File: src/rtl/counter_updown_mod.sv
// Modulo-(MAX_VAL+1) up/down counter with wrap or saturate mode, clamped load,
// and registered carry/borrow pulses for cascading counter chains.
module counter_updown_mod #(
  parameter int N       = 6,
  parameter int MAX_VAL = 59
) (
  input  logic         clk,
  input  logic         arst_n,
  input  logic         en,
  input  logic         up,
  input  logic         sat,
  input  logic         clr,
  input  logic         load,
  input  logic [N-1:0] d,
  input  logic [N-1:0] cmp,
  output logic [N-1:0] q,
  output logic         carry,
  output logic         borrow,
  output logic         at_max,
  output logic         at_zero,
  output logic         match
);

  generate
    if ((N < 1) || (N > 31) || (MAX_VAL < 0) || (MAX_VAL > ((1 << N) - 1))) begin : g_bad_param
      $error("counter_updown_mod: MAX_VAL must lie in 0..2^N-1");
    end
  endgenerate

  // Next-state math is done one bit wider so 2^N-1 + 1 cannot alias to 0.
  localparam logic [N:0] MAX_W = MAX_VAL[N:0];
  localparam logic [N:0] ONE_W = {{N{1'b0}}, 1'b1};

  logic [N-1:0] count_q, count_d;
  logic         carry_q, carry_d;
  logic         borrow_q, borrow_d;

  logic [N:0] count_ext;
  logic [N:0] d_ext;
  logic [N:0] inc_ext;
  logic [N:0] dec_ext;

  always_comb begin
    // NOTE: every output of this block gets a default first, so no path leaves
    // a variable unassigned and no latch is inferred.
    count_d   = count_q;
    carry_d   = 1'b0;
    borrow_d  = 1'b0;
    count_ext = {1'b0, count_q};
    d_ext     = {1'b0, d};
    inc_ext   = count_ext + ONE_W;
    dec_ext   = count_ext - ONE_W;

    if (clr) begin
      count_d = '0;
    end else if (load) begin
      count_d = (d_ext > MAX_W) ? MAX_W[N-1:0] : d;
    end else if (en) begin
      if (up) begin
        if (count_ext >= MAX_W) begin
          if (!sat) begin
            count_d = '0;
            carry_d = 1'b1;
          end
        end else begin
          count_d = inc_ext[N-1:0];
        end
      end else begin
        if (count_q == '0) begin
          if (!sat) begin
            count_d  = MAX_W[N-1:0];
            borrow_d = 1'b1;
          end
        end else begin
          count_d = dec_ext[N-1:0];
        end
      end
    end
  end

  // NOTE: state registers use non-blocking assignments so all flops update
  // together on the edge; the combinational block above uses blocking ones.
  always_ff @(posedge clk or negedge arst_n) begin
    if (!arst_n) begin
      count_q  <= '0;
      carry_q  <= 1'b0;
      borrow_q <= 1'b0;
    end else begin
      count_q  <= count_d;
      carry_q  <= carry_d;
      borrow_q <= borrow_d;
    end
  end

  assign q       = count_q;
  assign carry   = carry_q;
  assign borrow  = borrow_q;
  assign at_max  = ({1'b0, count_q} == MAX_W);
  assign at_zero = (count_q == '0);
  assign match   = (count_q == cmp);

endmodule

File: config.mk
export PLATFORM = sky130hd
export DESIGN_NAME = counter_updown_mod
export DESIGN_NICKNAME = d
export VERILOG_FILES = /design/src/rtl/counter_updown_mod.sv
export SDC_FILE = /design/constraint.sdc
export NUM_CORES = 1
export LEC_CHECK = 0
export BUFFER_PORTS_ARGS = -buffer_cell sky130_fd_sc_hd__buf_2
export CORE_MARGIN = 2
export CORE_UTILIZATION = 50
export DETAILED_ROUTE_END_ITERATION = 8
export HOLD_SLACK_MARGIN = 0.03
export PLACE_DENSITY = 0.91
export SLEW_MARGIN = 0
export SYNTH_ARGS = -nofsm -noshare
export SYNTH_HDL_FRONTEND = slang
export SYNTH_SLANG_ARGS = --single-unit
File: constraint.sdc
create_clock -name clk -period 2 [get_ports clk]
set_input_delay 0.2 -clock clk [delete_from_list [all_inputs] [get_ports clk]]
set_output_delay 0.2 -clock clk [all_outputs]
set_load 0.1 [all_outputs]
== Yosys cells after proc, flatten, opt, wreduce, memory -nomap -nowiden ==
Cells that the tools add are included.

* Magnitude comparators: 2
* Reductions and logical operators: 3
* Shifts and indexed selects: 0
* Muxes and demuxes: 20
* Eq/ne operators: 4
* Bitwise logic cells: 0
* Multipliers: 0
* Divide/modulo/power cells: 0
* $add $sub $neg: 2

{| class="wikitable"
|+ Operators with widths
! kind !! number
|-
| 6-bit two-way mux || 9
|-
| 1-bit two-way mux || 11
|-
| 5-bit inequality test, second input constant || 2
|-
| 6-bit by 1-bit adder with 6-bit output, second input constant || 1
|-
| 6-bit == test || 1
|-
| 6-bit == test, second input constant || 1
|-
| 6-bit greater-or-equal comparator, second input constant || 1
|-
| 6-bit greater-than comparator, second input constant || 1
|-
| 6-bit zero test || 1
|-
| 6-bit by 1-bit subtractor with 6-bit output, second input constant || 1
|-
| 3-bit AND reduction || 1
|-
| 3-bit nonzero test || 1
|}

* Memory bits (writable): 0
* Input bits: 19
* Latch bits: 0
* Register bits: 8
* Memories kept: 0
* Memory bits (read-only): 0

== Longest topological paths before layout ==
Gate-level depths: netlist of the first run.

* Depth in word-level cells: 6
* Gate-level depth with buffers: 7
* Depth with buffers taken out: 7

== Worst setup path after synthesis of the first run ==
OpenSTA, ideal clock, no wires.

* Path kind: reg-to-output
* Start point: reg count_q[0] (netlist: q[0])
* End point: out at_max
* Path buffers: 0
* Stages on the path, launching flop included: 3
* Slack: -1.819 ns
* Arrival time: 3.619 ns
* Cells stage by stage: dfrtp_1 ha_1 nor3b_1

* Longest elaborated chain between the ends: 1

{| class="wikitable"
|+ RTL lines
! element !! RTL line !! source
|-
| start: declaration || 34 || <nowiki>logic [N-1:0] count_q, count_d;</nowiki>
|-
| start signal: assignment || 89 || <nowiki>count_q <= count_d;</nowiki>
|-
| 6-bit == test || 98 || <nowiki>assign at_max = ({1'b0, count_q} == MAX_W);</nowiki>
|-
| end: declaration || 19 || <nowiki>output logic at_max,</nowiki>
|}

No other way between the ends.

== Final worst setup path of the first run ==
* Start point: reg count_q[0] (netlist: q[0])
* End point: reg count_q[5] (netlist: q[5])

* Longest elaborated chain between the ends: 6
* Elaborated cells on any way between the ends: 13
* Classes of those cells: add/sub: 2; order compare: 1; eq/ne: 2; mux: 6; reduce/logical: 2

{| class="wikitable"
|+ RTL lines
! element !! RTL line !! source
|-
| 6-bit by 1-bit subtractor with 6-bit output (tied with other cells) || 52 || <nowiki>dec_ext = count_ext - ONE_W;</nowiki>
|-
| 6-bit two-way mux, on equally long branches || 69, 60 ||
|-
| 6-bit two-way mux || 59 || <nowiki>if (up) begin</nowiki>
|-
| 6-bit two-way mux || 58 || <nowiki>end else if (en) begin</nowiki>
|-
| 6-bit two-way mux || 56 || <nowiki>end else if (load) begin</nowiki>
|-
| 6-bit two-way mux || 54 || <nowiki>if (clr) begin</nowiki>
|}

Several ways; a longest one is shown, not always the timed one. The select of a mux whose other input is x is not followed.
A chain may end at the register's enable or synchronous reset.

==> results.toml, run 1 <==
[run_status]
status = "finished, final reports clean"

[global_route]
grt.met2_usage = 0.414
antenna_found_initial = 0
gr-max-usage-layer = "met2"
grtUsageTotal = 0.266
met3_usage = 0.0415
met1_usage = 0.353
overflow = 0
grt_pass1_vias = 932
grt_max_degree = 16
grt_first_pass_wirelength_um = 4110

[cells_and_area]
mostFrequentLayoutCell = "buf_2"
fin_nets = 160
drive_gt1_frac = 0.409
mostFrequentLayoutCells = "27 x buf_2, 7 x xnor2_1, 6 x nor2_1, 6 x nand2_1"
final_core_util = 0.677
syn_to_final_growth_pct = 24.9
antenna_cells = 0

[critical_path]
startpoint = "q[0]"
crit_path_cell_trace = "ha_1 > o2111a_2 > a31oi_4 > a211o_1 > buf_4 > nor2_1 > o22ai_1"
cp_slowest_cell = "dfrtp_4"
worstPathArrival_ns = 2.15
crit_family = "compound AO/OA/AOI/OAI gates"
cp_max_fo = 8
startpoint_type = "register"
r2r_setup_slack_ns = 0.02
r2r-start = "q[0]"
end_kind = "register"
cp.required_ns = 2.17
cpPeakStageDelay_ns = 0.52
worst_r2r_path_depth = 7
critPathBufInv = 1
critPathKind = "reg -> reg"
reg2reg_to = "q[5]"

[clocking]
insertion_delay_ns = 0.27
clkTransAtPathRegs_ns = 0.07
root_buffer = "clkbuf_4"
cts_made_buffers = 3
cts.htree.levels = 1
cts_sinks = 8
cts_tree = "done"
ctsLongestPathBuffers = 2

[yosys]
yosysSeqAreaShare = 0.212
synth_seq_cells = 8
synth_edf_count = 0
syn_inst = 107
yosys_warnings = 0
synth_nets = 129
async_flop_share = 1.00
synthFlopType = "dfrtp_1"
avgSynthCellArea_um2 = 8.84
synthesis.area_um2 = 946
synth_cell_type_count = 44

[hold_path]
hold_path.class = "in -> reg"
holdPathEnd = "q[3]"
min_path_cells = 3
hp-start = "d[3]"

[sta]
setup_viol = 0
final.min_clock_period_ns = 1.98
rsz0062_at_grt = "true"
finClkSkew_ns = 0.0168
maxSlewViolCount = 0
hold_ws_ns = 0.226
worstMarginPinSlew_ns = 0.540
hold_violations = 0
fin_crit_sh = 0.988
slew_headroom = 0.635
max_freq_mhz = 506
fin_ws_ns = 0.0248

[route]
wl_per_cell_um = 15.7
drtAntennaViolNets = 0
drt-total-wl_um = 2550
drtIter0Drc = 45
first_pass_iters = 4
vias_per_cell = 6.15
drc = 0
vias = 997

[placed_design]
dp_hpwl_um = 1860
place_ws_ns = 0.00812
io_buffers = 29
gp_congestion = 0.906

[power]
power_density_nw_per_um2 = 661
leakage_nw = 0.500
max-vdd-ir-drop_mv = 0.483
finalPower_mw = 0.781

[flow_run]
cap_violations = 0

[die]
die_w_um = 47.5
die_area_um2 = 2260
pin_count = 30
core_area_um2 = 1750
placement_rows = 15
fp.dieH_um = 47.5
start_util = 0.542
## cell usage after synthesis (2+ instances only)
cell      instances  area share
o21ai_1           2       0.011
nor3_1            6       0.032
nand3_1           4       0.021
dfrtp_1           8        0.21
o21ai_0           5       0.026
ha_1              3       0.040
inv_1             5       0.020
xnor2_1           7       0.065
a31oi_1           4       0.026
o311ai_0          3       0.028
nor3b_1           2       0.016
o21bai_1          2       0.016
o22ai_1           2       0.013
nand2_1           6       0.024
buf_6             4       0.048
a21oi_1           4       0.021
o211ai_1          2       0.016
xor2_1            4       0.037
nand4_1           3       0.020
nor2_1            6       0.024
and2_1            2       0.013
## power by group
| group | total, mW | leakage (nW) | switching, mW | internal, mW |
|---|---|---|---|---|
| clock | 0.139 | 0.0150 | 0.0623 | 0.0766 |
| combinational | 0.417 | 0.389 | 0.278 | 0.139 |
| sequential | 0.225 | 0.0966 | 0.0406 | 0.184 |
## area by class of cell
cell class / count / area, um2
multi-input combinational: 85 / 664
fill: 151 / 564
sequential: 8 / 220
timing repair buffer: 34 / 203
inverter: 6 / 36.3
tap: 25 / 31.3
clock buffer: 4 / 26.3
## cell families (layout without fill, tap and decap cells)
family / Yosys count / count (layout) / synth area share
xor gates and xnor gates: 11 / 11 / 0.102
adders and majority gates: 3 / 3 / 0.0397
AOI/OAI and AO/OA: 32 / 32 / 0.243
and+or+nand+nor: 39 / 39 / 0.255
buffers and inverters: 14 / 44 / 0.148
DFF: 8 / 8 / 0.212
## worst max-delay path by stage
| stage | end | slack (ns) | cells after the start |
|---|---|---|---|
| after floorplan | q[4] | -0.17 | 6 |
| after global placement | q[5] | -0.04 | 7 |
| after detailed placement | q[5] | 0.008 | 7 |
| after CTS | match | 0.03 | 4 |
| after global routing | q[5] | -0.02 | 7 |
| final | q[5] | 0.02 | 7 |
## per-layer routing
metal | share of wire | vias to the layer above
li1 | - | 462
met1 | 0.40 | 462
met3 | 0.093 | 11
met2 | 0.47 | 62
met5 | 0 | -
met4 | 0.036 | 0
## registers in the layout, summed over array words and instances (netlist names)
| register | count |
|---|---|
| q | 6 |
| carry | 1 |
| borrow | 1 |
## what timing repair did
action / 4_1_cts / 5_1_grt
setup buffers: 1 / 0
endpoints found under the hold margin: 8 / 0
endpoints found under the setup margin: 1 / 7
gates resized for setup: 0 / 7
hold buffers: 1 / 0
pin swaps: 1 / 4
## through the flow
| stage | instance area [um2] | std cells | setup TNS (ns) |
|---|---|---|---|
| floorplan | 997 | 107 | -0.366 |
| global placement | 1110 | 156 | -0.0368 |
| detailed placement | 1110 | 156 | 0 |
| CTS | 1150 | 162 | 0 |
| global route | 1180 | 162 | -0.0524 |
| finish | 1180 | 162 | 0 |
## worst register-to-register path, cell delays in order (launching register included)
cell	delay [ns]
dfrtp_4	0.52
ha_1	0.23
o2111a_2	0.31
a31oi_4	0.21
a211o_1	0.20
buf_4	0.16
nor2_1	0.04
o22ai_1	0.20
Note: power is estimated with default switching activity, not from simulation.
==> run 2: changes to the inputs <==
--- a/config.mk
+++ b/config.mk
@@ -11,6 +11,7 @@
 export DETAILED_ROUTE_END_ITERATION = 8
 export HOLD_SLACK_MARGIN = 0.03
 export PLACE_DENSITY = 0.91
+export RECOVER_POWER = 25
 export SLEW_MARGIN = 0
 export SYNTH_ARGS = -nofsm -noshare
 export SYNTH_HDL_FRONTEND = slang
==> run 2 against run 1 <==
Global-route usage unchanged. Sequential power about the same. Highest routed layer unchanged. Critical endpoint unchanged. Cell count unchanged.
==> results.toml, run 2 (synthesis results as in run 1) <==
[run_status]
status = "finished, final reports clean"

[cells_and_area]
largest_register_ffs = 6
mostFrequentLayoutCell = "buf_2"
mostFrequentLayoutCells = "26 x buf_2, 7 x xnor2_1, 6 x nor2_1, 6 x nand2_1"
final_cells = 162
fin_nets = 160
multiInputGateArea_um2 = 664
drive_gt1_frac = 0.401
regArea_um2 = 220
fillers = 152
syn_to_final_growth_pct = 24.7
final_core_util = 0.676
antenna_cells = 0

[critical_path]
critPathKind = "reg -> reg"
worstPathArrival_ns = 2.14
end_kind = "register"
cp_max_fo = 8
cp.required_ns = 2.18
startpoint_type = "register"

[clocking]
root_buffer = "clkbuf_4"
cts_made_buffers = 3
cts.htree.levels = 1
clkTransAtPathRegs_ns = 0.07
cts_sinks = 8
cts_tree = "done"
insertion_delay_ns = 0.27
ctsLongestPathBuffers = 2

[die]
placement_rows = 15
die_area_um2 = 2260
start_util = 0.542
fp.dieH_um = 47.5
die_w_um = 47.5
pin_count = 30
core_area_um2 = 1750

[sta]
finClkSkew_ns = 0.0178
rsz0062_at_grt = "true"
worstMarginPinSlew_ns = 0.523
max_freq_mhz = 509
fin_crit_sh = 0.982
final.min_clock_period_ns = 1.96
setup_tns_ns = 0
setup_viol = 0
maxSlewViolCount = 0
hold_violations = 0
slew_headroom = 0.647
fin_ws_ns = 0.0365

[global_route]
grt_first_pass_wirelength_um = 4110
overflow = 0
antenna_found_initial = 0
met1_usage = 0.353
grt_max_degree = 16
gr-max-usage-layer = "met2"
grt.met2_usage = 0.414
met3_usage = 0.0415
grtUsageTotal = 0.266
grt_pass1_vias = 932

[power]
max-vdd-ir-drop_mv = 0.482
power_density_nw_per_um2 = 662
leakage_nw = 0.498
finalPower_mw = 0.781

[route]
wl_per_cell_um = 15.7
drc = 0
vias = 1001
vias_per_cell = 6.18
drt-total-wl_um = 2550
drtAntennaViolNets = 0
first_pass_iters = 4
drtIter0Drc = 45

[placed_design]
place_inst = 156
place_ws_ns = 0.00812
io_buffers = 29
gp_congestion = 0.906
dp_hpwl_um = 1860

[hold_path]
hold_path.class = "in -> reg"

[flow_run]
cap_violations = 0
run 2: cell count changes in the layout (fill, tap and decap cells not counted), sizes merged:
cell,delta
clkbuf,+1
buf,-1
run 2: where the power goes:
part | internal [mW] | switching (mW) | total [mW]
registers | 0.184 | 0.0410 | 0.225
clock network | 0.0767 | 0.0631 | 0.140
logic | 0.138 | 0.278 | 0.417
total | 0.399 | 0.382 | 0.781
run 2: timing repair:
item | in CTS | in global routing
hold endpoints to repair | 8 | 0
buffers inserted | 1 | 0
gates cloned | 0 | 0
pin swaps | 1 | 4
hold buffers | 1 | 0
setup endpoints to repair | 1 | 7
resized for setup | 0 | 7
run 2: worst paths after layout:
check	end	cells after the start	startpoint	slack, ns
hold reg to reg	q[4]	1	q[4]	0.66
min in group asynchronous	q[5]	2	arst_n	0.37
setup / recovery	q[5]	7	q[0]	0.04
hold / removal	q[3]	3	d[3]	0.23
max in group asynchronous	q[3]	2	arst_n	1.28
setup reg to reg	q[5]	7	q[0]	0.04
run 2: cell type report:
type	instances	area share
multi-input cells	85	0.563
flip-flops and latches	8	0.187
repair buffers	34	0.171
inverters	6	0.0308
well taps	25	0.0265
clock buffers	4	0.0223
run 2: layer usage:
metal  wire length (um)  vias to the layer above
li1                   -                      463
met1               1020                      458
met2               1200                       69
met3                240                       11
met4                 88                        0
met5                  0                        -
run 2: critical path, stage by stage (launching register included):
cell and delay (ns):
dfrtp_4 0.52, ha_1 0.23, o2111a_2 0.30, a31oi_4 0.21
a211o_1 0.20, buf_4 0.17, nor2_1 0.04, o22ai_1 0.20
run 2: per-stage QoR:
step	cell area [um2]	hold slack, ns
after floorplan	997	-0.0956
after global placement	1110	0.0385
after detailed placement	1110	0.0478
after CTS	1150	0.222
after global routing	1180	0.238
final	1180	0.226
==> run 3: changes to the inputs <==
--- a/config.mk
+++ b/config.mk
@@ -6,8 +6,10 @@
 export NUM_CORES = 1
 export LEC_CHECK = 0
 export BUFFER_PORTS_ARGS = -buffer_cell sky130_fd_sc_hd__buf_2
+export CELL_PAD_IN_SITES_DETAIL_PLACEMENT = 0
+export CELL_PAD_IN_SITES_GLOBAL_PLACEMENT = 1
 export CORE_MARGIN = 2
-export CORE_UTILIZATION = 50
+export CORE_UTILIZATION = 37
 export DETAILED_ROUTE_END_ITERATION = 8
 export HOLD_SLACK_MARGIN = 0.03
 export PLACE_DENSITY = 0.91
==> run 3 against run 2 <==
Global-route usage decreased by 6.6 points. Critical path depth decreased by 2. Wire length increased by 0.28%. Total power about the same. Critical endpoint is now at_zero. Largest power group unchanged.
==> results.toml, run 3 (synthesis results as in run 1) <==
[flow_run]
cap_violations = 0

[route]
vias = 960
vias_per_cell = 5.71
drc = 0
drtAntennaViolNets = 0
first_pass_iters = 4
drt-total-wl_um = 2550
wl_per_cell_um = 15.2
drtIter0Drc = 34

[critical_path]
r2r_setup_slack_ns = 0.09
critPathKind = "reg -> out"
end_kind = "primary output"
cpPeakStageDelay_ns = 0.52
worst_r2r_path_depth = 7
cp_max_fo = 8
startpoint = "q[0]"
reg2reg_to = "q[5]"
r2r-start = "q[0]"
cp.required_ns = 1.80
crit_path_cell_trace = "inv_2 > ha_1 > or2b_4 > nor2_8 > buf_12"
cp_slowest_cell = "dfrtp_4"
worstPathArrival_ns = 1.72
startpoint_type = "register"

[cells_and_area]
design_area_um2 = 1180
fin_nets = 161
antenna_cells = 0
final_cells = 168
mostFrequentLayoutCells = "26 x buf_2, 7 x xnor2_1, 6 x nor2_1, 6 x nand2_1"
final_core_util = 0.483
mostFrequentLayoutCell = "buf_2"
drive_gt1_frac = 0.420
syn_to_final_growth_pct = 25.3
largest_register_ffs = 6

[global_route]
grt_max_degree = 16
overflow = 0
grt_first_pass_wirelength_um = 4130
grt_pass1_vias = 888
grtUsageTotal = 0.200
antenna_found_initial = 0

[hold_path]
min_path_cells = 3
hp-start = "d[3]"
holdPathEnd = "q[3]"
hold_path.class = "in -> reg"

[power]
leakage_nw = 0.498
power_density_nw_per_um2 = 660
max-vdd-ir-drop_mv = 0.424

[clocking]
insertion_delay_ns = 0.28
ctsLongestPathBuffers = 2
cts.htree.levels = 1
clkTransAtPathRegs_ns = 0.06
cts_made_buffers = 3
root_buffer = "clkbuf_4"
cts_tree = "done"
cts_sinks = 8

[sta]
maxSlewViolCount = 0
slew_headroom = 0.676
finClkSkew_ns = 0.0144
setup_viol = 0
hold_violations = 0
final.min_clock_period_ns = 1.92
fin_ws_ns = 0.0766
fin_crit_sh = 0.962
hold_ws_ns = 0.192
max_freq_mhz = 520
worstMarginPinSlew_ns = 0.490
rsz0062_at_grt = "true"

[run_status]
status = "finished, final reports clean"

[placed_design]
place_ws_ns = 0.0343
dp_hpwl_um = 1960
post_dp_cell_area_um2 = 1120
place_inst = 162
gp_congestion = 0.922
io_buffers = 29

[die]
pin_count = 30
placement_rows = 18
die_area_um2 = 2980
start_util = 0.385
fp.dieH_um = 54.6
core_area_um2 = 2450
die_w_um = 54.6
==> run 3: cell count changes in the layout (fill, tap and decap cells not counted) <==
cell and change:
nor3_2 +1, a31oi_2 +1, a31oi_4 -1, ha_2 +1, buf_4 +1, o21ai_1 -1, o21ai_2 +1, ha_1 -1
nor3_4 -1
==> run 3: how the worst max path moves through the flow <==
stage | end | slack (ns) | depth (start not counted)
floorplan | q[4] | -0.17 | 6
global placement | q[2] | 0.11 | 7
detailed placement | q[4] | 0.03 | 7
CTS | match | 0.02 | 4
global route | q[5] | -0.03 | 7
finish | at_zero | 0.08 | 5
==> run 3: through the flow <==
step	setup TNS, ns	power, mW
2_1_floorplan	-0.366	0.557
3_3_place_gp	0	0.627
3_5_place_dp	0	0.633
4_1_cts	0	0.779
5_1_grt	-0.0255	0.827
6_report	0	0.782
==> run 3: layout make-up <==
class,instances,area [um2]
clock buffers,4,26.3
fillers,244,1270
inverters,6,36.3
multi-input cells,85,656
flip-flops and latches,8,220
well taps,30,37.5
repair buffers,35,209
==> run 3: critical path: cells and delay by family, from the launching register on <==
kind	cells	cell delay [ns]
buf+inv	2	0.29
fa+ha+maj	1	0.17
flops	1	0.52
simple gates	2	0.46
==> run 3: where the power goes <==
group / total, mW / switching (mW) / internal, mW
Sequential: 0.222 / 0.0375 / 0.184
Clock: 0.144 / 0.0668 / 0.0770
Combinational: 0.417 / 0.279 / 0.138
==> run 3: per-layer routing <==
metal  global-route usage  share of wire
met1                0.251           0.44
met2                0.325           0.47
met3               0.0191          0.059
met4                0.129          0.022
met5                    0              0
==> run 3: what timing repair did <==
action,CTS,global route
gates resized for setup,0,7
hold buffers,1,0
hold endpoints to repair,8,0
endpoints found under the setup margin,0,5
buffers inserted,0,1
